### config.mk
export PLATFORM = sky130hd
export DESIGN_NAME = ctrl_spi_regs
export DESIGN_NICKNAME = d
export VERILOG_FILES = /design/src/rtl/spi_ctrl_pkg.sv /design/src/rtl/spi_timeout.sv /design/src/rtl/ctrl_spi_regs.sv
export SDC_FILE = /design/constraint.sdc
export NUM_CORES = 1
export LEC_CHECK = 0
export BUFFER_PORTS_ARGS = -buffer_cell sky130_fd_sc_hd__buf_2
export CORE_MARGIN = 2
export CORE_UTILIZATION = 35
export CTS_CLUSTER_SIZE = 14
export DETAILED_ROUTE_END_ITERATION = 16
export PLACE_DENSITY = 0.61
export SYNTH_ARGS = -nofsm -noshare
export SYNTH_HDL_FRONTEND = slang
export SYNTH_SLANG_ARGS = --single-unit
### constraint.sdc
create_clock -name clk -period 1.7 [get_ports clk]
set_input_delay 0.085 -clock clk [delete_from_list [all_inputs] [get_ports clk]]
set_output_delay 0.085 -clock clk [all_outputs]
set_load 0.02 [all_outputs]
### src/rtl/spi_ctrl_pkg.sv
// Shared types and constants for the SPI register-burst controller.
package spi_ctrl_pkg;

  typedef enum logic [2:0] {
    IDLE,
    LOAD,
    START,
    WAIT,
    WRITE,
    FIN
  } state_t;

  localparam int TMO_DEFAULT = 1023;

endpackage

### src/rtl/spi_timeout.sv
// Saturating watchdog: cleared before each SPI byte, counts enabled cycles,
// flags expiry once the count has reached TMO.
module spi_timeout
  import spi_ctrl_pkg::*;
#(
  parameter int TMO = TMO_DEFAULT
) (
  input  logic clk,
  input  logic rst,
  input  logic clear,
  input  logic enable,
  output logic expire
);

  localparam int CW = (TMO > 0) ? $clog2(TMO + 1) : 1;
  localparam logic [CW-1:0] LIMIT = CW'(TMO);

  logic [CW-1:0] cnt_reg;

  always_ff @(posedge clk or posedge rst) begin
    if (rst) begin
      cnt_reg <= '0;
    end else if (clear) begin
      cnt_reg <= '0;
    end else if (enable && (cnt_reg != LIMIT)) begin
      cnt_reg <= cnt_reg + 1'b1;
    end
  end

  assign expire = (cnt_reg == LIMIT);

endmodule

### src/rtl/ctrl_spi_regs.sv
// Burst controller: reads register-file entries 0..end_idx, sends the low byte
// of each over SPI and writes the received byte back to the same entry.
module ctrl_spi_regs
  import spi_ctrl_pkg::*;
#(
  parameter int N   = 5,
  parameter int TMO = TMO_DEFAULT
) (
  input  logic         clk,
  input  logic         rst,
  input  logic         send,
  input  logic         all_regs,
  input  logic [N:0]   last,
  input  logic [31:0]  rd_data,
  output logic         hold_ctrl,
  output logic [N:0]   addr2,
  output logic         wr2,
  output logic [7:0]   in2,
  output logic         spi_start,
  output logic [7:0]   spi_tx,
  input  logic         spi_done,
  input  logic [7:0]   spi_rx,
  output logic         busy,
  output logic         done,
  output logic         err,
  output logic [N+1:0] count
);

  state_t       state_reg, state_next;
  logic [N:0]   idx_reg;
  logic [N:0]   end_idx_reg;
  logic [N+1:0] count_reg;
  logic         err_reg;
  logic [7:0]   tx_reg;
  logic [7:0]   rx_reg;

  logic wd_clear;
  logic wd_enable;
  logic wd_expire;

  // Only the low byte of each register is transmitted.
  logic unused_rd_bits;
  assign unused_rd_bits = ^rd_data[31:8];

  spi_timeout #(
    .TMO(TMO)
  ) u_timeout (
    .clk   (clk),
    .rst   (rst),
    .clear (wd_clear),
    .enable(wd_enable),
    .expire(wd_expire)
  );

  always_ff @(posedge clk or posedge rst) begin
    if (rst) begin
      state_reg <= IDLE;
    end else begin
      state_reg <= state_next;
    end
  end

  always_ff @(posedge clk or posedge rst) begin
    if (rst) begin
      idx_reg     <= '0;
      end_idx_reg <= '0;
      count_reg   <= '0;
      err_reg     <= 1'b0;
      tx_reg      <= '0;
      rx_reg      <= '0;
    end else begin
      case (state_reg)
        IDLE: begin
          if (send) begin
            end_idx_reg <= all_regs ? last : '0;
            idx_reg     <= '0;
            count_reg   <= '0;
            err_reg     <= 1'b0;
          end
        end
        LOAD: tx_reg <= rd_data[7:0];
        WAIT: begin
          // A completion arriving on the expiry cycle still counts as success.
          if (spi_done) begin
            rx_reg <= spi_rx;
          end else if (wd_expire) begin
            err_reg <= 1'b1;
          end
        end
        WRITE: begin
          count_reg <= count_reg + 1'b1;
          if (idx_reg != end_idx_reg) begin
            idx_reg <= idx_reg + 1'b1;
          end
        end
        default: ;
      endcase
    end
  end

  always_comb begin
    state_next = state_reg;
    hold_ctrl  = 1'b0;
    addr2      = '0;
    wr2        = 1'b0;
    spi_start  = 1'b0;
    busy       = 1'b1;
    done       = 1'b0;
    wd_clear   = 1'b0;
    wd_enable  = 1'b0;
    case (state_reg)
      IDLE: begin
        busy = 1'b0;
        if (send) begin
          state_next = LOAD;
        end
      end
      LOAD: begin
        hold_ctrl  = 1'b1;
        addr2      = idx_reg;
        state_next = START;
      end
      START: begin
        hold_ctrl  = 1'b1;
        addr2      = idx_reg;
        spi_start  = 1'b1;
        wd_clear   = 1'b1;
        state_next = WAIT;
      end
      WAIT: begin
        hold_ctrl = 1'b1;
        addr2     = idx_reg;
        if (spi_done) begin
          state_next = WRITE;
        end else if (wd_expire) begin
          state_next = FIN;
        end else begin
          wd_enable = 1'b1;
        end
      end
      WRITE: begin
        hold_ctrl  = 1'b1;
        addr2      = idx_reg;
        wr2        = 1'b1;
        state_next = (idx_reg == end_idx_reg) ? FIN : LOAD;
      end
      FIN: begin
        done       = 1'b1;
        state_next = IDLE;
      end
      default: state_next = IDLE;
    endcase
  end

  assign in2    = rx_reg;
  assign spi_tx = tx_reg;
  assign err    = err_reg;
  assign count  = count_reg;

endmodule

After elaboration in Yosys (flattened, before gate mapping):

Index checks and enable logic that the tools add are counted.

* word-level logic and storage cells: 63
* register bits: 49
* input port bits: 51
* output and inout bits: 35

* reductions and logical operators: 12
* muxes and demuxes: 26
* eq/ne operators: 14
* $add $sub $neg: 3

Operators with widths (count)
* two-way mux 6 bit: 4
* two-way mux 10 bit: 2
* case mux 3 bit (5 select lines): 1
* case mux 7 bit (2 select lines): 1
* two-way mux 3 bit: 4
* case mux 6 bit (2 select lines): 1
* two-way mux 1 bit: 11
* adder 10 x 1 -> 10 bit, second input constant: 1
* equality test 10 bit, second input constant: 1
* != test 10 bit, second input constant: 1
* AND reduction 2 bit: 4
* adder 7 x 1 -> 7 bit, second input constant: 1
* two-way mux 7 bit: 1
* adder 6 x 1 -> 6 bit, second input constant: 1
* equality test 3 x 2 -> 1 bit, second input constant: 2
* equality test 3 bit, second input constant: 2
* equality test 6 bit: 1
* != test 2 bit, second input constant: 3
* != test 6 bit: 1
* nonzero test 2 bit: 3
* AND reduction 4 bit: 1
* OR reduction 4 bit: 1
* equality test 3 x 1 -> 1 bit, second input constant: 1
* zero test 3 bit: 1
* other kinds (5): 5

Longest topological paths before layout:

Gate-level depths: netlist of the first run.

* word-level depth: 7
* mapped depth: 6
* mapped depth without buffers: 5

Hierarchy:

A second synthesis of the first run with hierarchy kept.

* cell total of the unflattened synthesis: 235
* area total of the unflattened synthesis: 2476.1 um^2

Modules (own cells, without submodules)
* ctrl_spi_regs: seq. area each 975.9 um^2, cells each 169, times used 1, area an instance 1840.5 um^2
* spi_timeout: seq. area each 250.2 um^2, cells each 66, times used 1, area an instance 635.6 um^2

Worst setup path after synthesis of the first run:

No wires, ideal clock.

* path type: register -> register
* start point: reg state_reg[2]
* end point: reg u_timeout.cnt_reg[4]
* path slack: 0.118 ns
* data required time: 1.580 ns
* arrival: 1.462 ns
* period minus slack after synthesis: 1.582 ns
* cell stages (with the launch flop): 6
* library setup time: 0.120 ns
* buffers on the path: 1
* cell sequence: dfrtp_1 -> buf_2 -> or3b_1 -> inv_2 -> nor2_1 -> a31o_2

* elaborated cells on any way between the ends: 7
* those cells by class: eq/ne (2); mux (3); reduce/logical (2)

RTL lines
* from (decl): RTL line ctrl_spi_regs.sv:29 `state_t state_reg, state_next;`
* from (signal assigned): RTL line ctrl_spi_regs.sv:59 `state_reg <= state_next;`
* equality test 3 x 2 -> 1 bit (*)
* two-way mux 1 bit (*)
* named net spi_start: RTL line ctrl_spi_regs.sv:19 `output logic spi_start,`
* two-way mux 10 bit or nonzero test 2 bit (tied branches)
* to (signal assigned): RTL line spi_timeout.sv:26 `cnt_reg <= cnt_reg + 1'b1;`
* to (decl): RTL line spi_timeout.sv:18 `logic [CW-1:0] cnt_reg;`

Mark *: on every way through the listed nets, which the timed path passes. The rest lies on a longest branch.
A chain may end at the register's enable or synchronous reset.

Worst setup path after layout of the first run:

* start point: reg state_reg[1]
* end point: out wr2

* word-level cells in the longest chain between the ends: 2

Ends and longest elaborated chain
* equality test 3 bit: RTL line ctrl_spi_regs.sv:111 `case (state_reg)`
* two-way mux 1 bit: RTL line ctrl_spi_regs.sv:111
* to (decl): RTL line ctrl_spi_regs.sv:17 `output logic wr2,`

No other way between the ends.

==> qor.yml, run 1 <==
arrival_ns: 1.56
synthFlopType: "dfrtp_1"
core-area_sq_um: 6720
vdd_ir_drop_max_uv: 572
synth_xor_area_share_pct: 2.93
wire_per_inst_um: 13.3
wl_mm: 5.28
fin_ws_ns: 0.0519
fin_crit_sh_pct: 96.9
cts_buffers: 5
clkTransAtPathRegs_ns: 0.09
status: "finished clean"
grt_max_degree: 50
drt_iter0_drc: 88
max_cap_violations: 0
post_drt_via_cell_ratio: 5.09
gp_congestion: 0.865
synth_edf_count: 0
final_nets: 371
htreeDepth: 2
async_flop_share_pct: 100
hold_depth: 3
finalSetupViolCount: 0
syn_nets: 278
p_per_area_nw_per_um2: 1630
synth_area_sq_um: 2390
ys_seq_area_share_pct: 51.2
slew_viol_final: 0
via_count: 2026
antenna_cells: 0
rsz0062_at_grt: "true"
grt_pass1_vias: 1907
synth_cell_types: 49
synth_seq_cells: 49
path_max_fanout: 5
synth.mux.area_fraction_pct: 8.36
antenna_found_initial: 0
grt_pass1_wl_mm: 8.94
synth_compound_area_share_pct: 12.2
drc: 0
die_area_sq_um: 7520
largest_register_ff_count: 10
postSynthCellCount: 224
ant_nets: 0
report.final.hold_viol_count: 0
io_buffers: 61
fin_skew_ns: 0.00933
die_x_um: 86.7
rows: 30
rr_worst_depth: 4
max_slew_margin_pct: 70.4
clockBufferDepth: 2
cts_tree: "built"
synth-simple-area-share_pct: 21.1
p_leak_nw: 1.56
grt.total_usage_pct: 14.8
fmax_mhz: 607
synth_top_family_by_area: "simple AND/OR/NAND/NOR gates"
overflow: 0
yosysWarnings: 0
required_ns: 1.62
crit_type: "reg2out"
hpwl_mm: 3.81
place_area_sq_um: 2940
cts_sinks: 49
hold_path_class: "in2reg"
drive_gt1_share_pct: 40.9
synth_fa_ha_area_share_pct: 1.57
initial_utilization_pct: 35.6
period_needed_ns: 1.65
fp.dieH_um: 86.7
first_pass_iters: 4
postLayoutCoreUtil_pct: 48.0
pre_cts_ws_ns: 0.0871
syn_area_per_cell_sq_um: 10.7
end_kind: "output port"
area_growth_pct: 34.7
fin_hold_ws_ns: 0.0118
tightestPinTransition_ns: 0.444
ios: 86
start_kind: "register"
stdcell_area_sq_um: 3230
clock-root-buffer: "clkbuf_8"
clk_latency_ns: 0.30
[worst max-delay path, stage by stage, from the launching register on]
cell and delay (ns):
dfrtp_2 0.45, or3b_4 0.43, inv_2 0.10, buf_4 0.14, buf_4 0.14
[metrics by stage]
stage	instances	setup TNS, ns	power, mW
floorplan	224	0	3.34
global placement	380	0	4.13
detailed placement	380	0	4.17
CTS	393	0	5.17
global route	398	-0.0609	5.66
finish	398	0	5.27
[power by group]
part	internal (mW)	total (mW)	switching [mW]	leakage, nW
Clock	0.480	0.863	0.383	0.0585
Combinational	1.17	2.59	1.42	0.864
Sequential	1.55	1.82	0.264	0.633
[worst paths after layout]
check | endpoint | startpoint | slack, ns
setup / recovery | wr2 | state_reg[1] | 0.05
hold / removal | end_idx_reg[2] | last[2] | 0.01
setup reg to reg | idx_reg[3] | idx_reg[1] | 0.10
hold reg to reg | count[6] | count[6] | 0.48
max in group asynchronous | state_reg[2] | rst | 1.10
min in group asynchronous | in2[6] | rst | 0.36
[layout by cell type, fill, tap and decap left out, types with 5 or more instances in the layout]
| cell | count |
|---|---|
| buf_2 | 54 |
| dfrtp_1 | 46 |
| buf_4 | 32 |
| nand2_1 | 25 |
| mux2_2 | 16 |
| nand3_1 | 12 |
| nor2_1 | 10 |
| o21ai_0 | 9 |
| a21oi_1 | 8 |
| clkbuf_8 | 6 |
| nor3_1 | 5 |
| o311ai_1 | 5 |
| and2_1 | 5 |
| inv_1 | 5 |
| xnor2_1 | 5 |
| dlygate4sd3_1 | 5 |
[final cells by class]
class	count	area, sq um
tap	80	100
multi-input combinational	160	1160
clock inverter	1	30.0
sequential	49	1230
inverter	8	32.5
fill	641	3490
clock buffer	7	86.3
timing repair buffer	93	592
[layer usage]
layer  wire length [um]  share of wire, %  vias up  GRT usage (%)
met5                  0                 0        -              0
met4                 57               1.1        0           4.40
met3                243               4.6        5           2.95
met2               2480                47       49           24.1
met1               2500                47      966           20.1
li1                   -                 -     1006              -
[timing repair]
| action | CTS | global route |
|---|---|---|
| pin swaps | 0 | 3 |
| gates resized for setup | 7 | 16 |
| hold buffers | 5 | 0 |
| setup buffers | 0 | 5 |
| setup endpoints to repair | 9 | 13 |
| endpoints found under the hold margin | 53 | 0 |
[synth_stat cells (2+ instances only)]
| master | n | area (sq um) |
|---|---|---|
| ha_1 | 3 | 37.5 |
| o211ai_1 | 4 | 30.0 |
| mux2i_1 | 2 | 20.0 |
| xnor2_1 | 6 | 52.6 |
| dfrtp_1 | 49 | 1230 |
| nor2_1 | 11 | 41.3 |
| and3_1 | 4 | 25.0 |
| or3_1 | 4 | 25.0 |
| mux2_2 | 16 | 180 |
| o21ai_0 | 9 | 45.0 |
| o31ai_1 | 2 | 15.0 |
| nand2_1 | 25 | 93.8 |
| nand3_1 | 12 | 60.1 |
| nor3_1 | 5 | 25.0 |
| o21ai_1 | 2 | 10.0 |
| o311ai_1 | 4 | 35.0 |
| o41ai_1 | 2 | 17.5 |
| nand4_1 | 4 | 25.0 |
| and2_1 | 6 | 37.5 |
| a22o_1 | 2 | 17.5 |
| a21oi_1 | 8 | 40.0 |
| a31oi_1 | 2 | 12.5 |
| buf_2 | 7 | 35.0 |
| inv_2 | 2 | 7.51 |
| nand3b_1 | 2 | 15.0 |
| or3b_1 | 2 | 17.5 |
| xor2_1 | 2 | 17.5 |
| inv_1 | 6 | 22.5 |
[cells by family (layout without fill, tap and decap cells)]
group           Yosys count  after routing
compound gates           43             43
mux                      18             18
buf+inv                  15            109
fa+ha+maj                 3              3
flops                    49             49
xor+xnor                  8              8
simple gates             88             88
Power figures use the tool's default switching activity.
==> inputs of run 2 (changes only) <==
==> constraint.sdc (replaced) <==
create_clock -name clk -period 1.7 [get_ports clk]
set_input_delay 0.085 -clock clk [delete_from_list [all_inputs] [get_ports clk]]
set_output_delay 0.085 -clock clk [all_outputs]
set_load 0.1 [all_outputs]
==> run 2 against run 1 <==
Clock skew fell by 0.0011 ns; core utilization rose by 1.7 points; cell area rose by 3.5%; non-clock buffer count fell by 4; global-route usage rose by 0.071 points; die area did not move; flip-flop and latch count did not move; worst setup slack got worse by 0.034 ns; final cell count fell by 1.0%; fmax fell by 2.0%; count of clock-buffer cells in the layout did not move; largest cell class unchanged.
==> qor.yml, run 2 (synthesis results as in run 1) <==
status: "finished clean"
crit_type: "reg2out"
place_area_sq_um: 3110  # +5.8%
core-area_sq_um: 6720  # unchanged
io_buffers: 61  # unchanged
ios: 86  # unchanged
fin_crit_sh_pct: 99.0  # +2.0 points
clock-root-buffer: "clkbuf_8"
hold_path_class: "in2reg"
fin_ws_ns: 0.0175  # -0.0344 ns
nFillCells: 607  # -5.3%
drc: 0  # unchanged
clockBufferDepth: 2  # unchanged
slowest_delay_ns: 0.44  # about the same
hpwl_mm: 3.98  # +4.7%
fmax_mhz: 594  # -2.0%
stdcell_area_sq_um: 3340  # +3.5%
largest_register_ff_count: 10  # unchanged
finalSetupViolCount: 0  # unchanged
period_needed_ns: 1.68  # +0.0344 ns
via_count: 2004  # -1.1%
path_max_fanout: 7  # +2
post_drt_via_cell_ratio: 5.09  # about the same
overflow: 0  # unchanged
drive_gt1_share_pct: 43.3  # +2.4 points
grt_pass1_vias: 1923  # +0.84%
max_slew_margin_pct: 64.2  # -6.2 points
grt_pass1_wl_mm: 8.96  # +0.23%
cts_buffers: 5  # unchanged
clkTransAtPathRegs_ns: 0.10  # about the same
antenna_found_initial: 0  # unchanged
cts_sinks: 49  # unchanged
tightestPinTransition_ns: 0.537  # +0.0926 ns
grt_max_degree: 27  # -46%
fp.dieH_um: 86.7  # unchanged
pre_cts_ws_ns: 0.0802  # -0.00690 ns
report.final.hold_viol_count: 0  # unchanged
final_nets: 367  # -1.1%
max_cap_violations: 0  # unchanged
wl_mm: 5.31  # +0.55%
gp_congestion: 0.822  # -5.0%
rsz0062_at_grt: "true"
crit_path_cell_trace: "buf_6 -> nor2_4 -> xnor2_4 -> and2_4 -> buf_12"
path_delay_family: "flip-flops"
clk_latency_ns: 0.30  # about the same
grt.total_usage_pct: 14.9  # +0.071 points
fin_skew_ns: 0.00828  # -0.00105 ns
htreeDepth: 2  # unchanged
fin_hold_ws_ns: 0.00474  # -0.00705 ns
slowest_stage: "dfrtp_2"
antenna_cells: 0  # unchanged
die_area_sq_um: 7520  # unchanged
cts_tree: "built"
slew_viol_final: 0  # unchanged
required_ns: 1.62  # about the same
layout_commonest_cell: "buf_2"
mostFrequentLayoutCells: "buf_2, dfrtp_1, nand2_1"
start_kind: "register"
wire_per_inst_um: 13.5  # +1.6%
area_growth_pct: 39.4
rows: 30  # unchanged
drt_iter0_drc: 57  # -35%
crit_buf_inv: 2  # -1
ant_nets: 0  # unchanged
arrival_ns: 1.60  # +0.04 ns
first_pass_iters: 4  # unchanged
die_x_um: 86.7  # unchanged
postLayoutCoreUtil_pct: 49.7  # +1.7 points
initial_utilization_pct: 35.6  # unchanged
reg2reg_slack_ns: 0.07  # -0.03 ns
end_kind: "output port"
## run 2: layer usage
layer | track usage (%) | share of wire, %
met5 | 0 | 0
met1 | 18.8 | 45
met3 | 3.14 | 3.8
met4 | 3.84 | 0.96
met2 | 25.9 | 50
## run 2: cell type report
| cell class | count | area, sq um | share of cell area [%] |
|---|---|---|---|
| flip-flops and latches | 49 | 1230 | 37.0 |
| multi-input cells | 160 | 1170 | 35.0 |
| repair buffers | 89 | 714 | 21.4 |
| well taps | 80 | 100 | 3.00 |
| clock buffers | 7 | 76.3 | 2.29 |
| inverters | 8 | 37.5 | 1.12 |
| clock inverters | 1 | 7.51 | 0.225 |
## run 2: what timing repair did
action                                  CTS  global route
resized for setup                         6            10
hold buffers                              3             1
endpoints found under the setup margin    9            31
pin swaps                                 7             8
buffers inserted                          2             5
endpoints found under the hold margin    25             1
## run 2: metrics by stage
stage,setup TNS (ns),std cells
5_1_grt,-0.243,394
2_1_floorplan,-0.420,224
3_5_place_dp,0,376
3_3_place_gp,0,376
4_1_cts,0,388
6_report,0,394
## run 2: worst min-delay path, stage by stage
cell	delay [ns]
buf_2	0.08
nand3_1	0.06
nand2_1	0.06
## run 2: final timing paths
check / cells after the start / endpoint / from
max reg2reg: 6 / count[5] / state_reg[0]
min: 3 / end_idx_reg[0] / last[0]
max in group asynchronous: 4 / in2[7] / rst
max: 5 / addr2[0] / state_reg[1]
min in group asynchronous: 3 / idx_reg[4] / rst
min reg2reg: 1 / count[6] / count[6]
Power of run 2 is not shown: default switching activity piles up to over one toggle a cycle in this logic, so the estimate is an artifact.
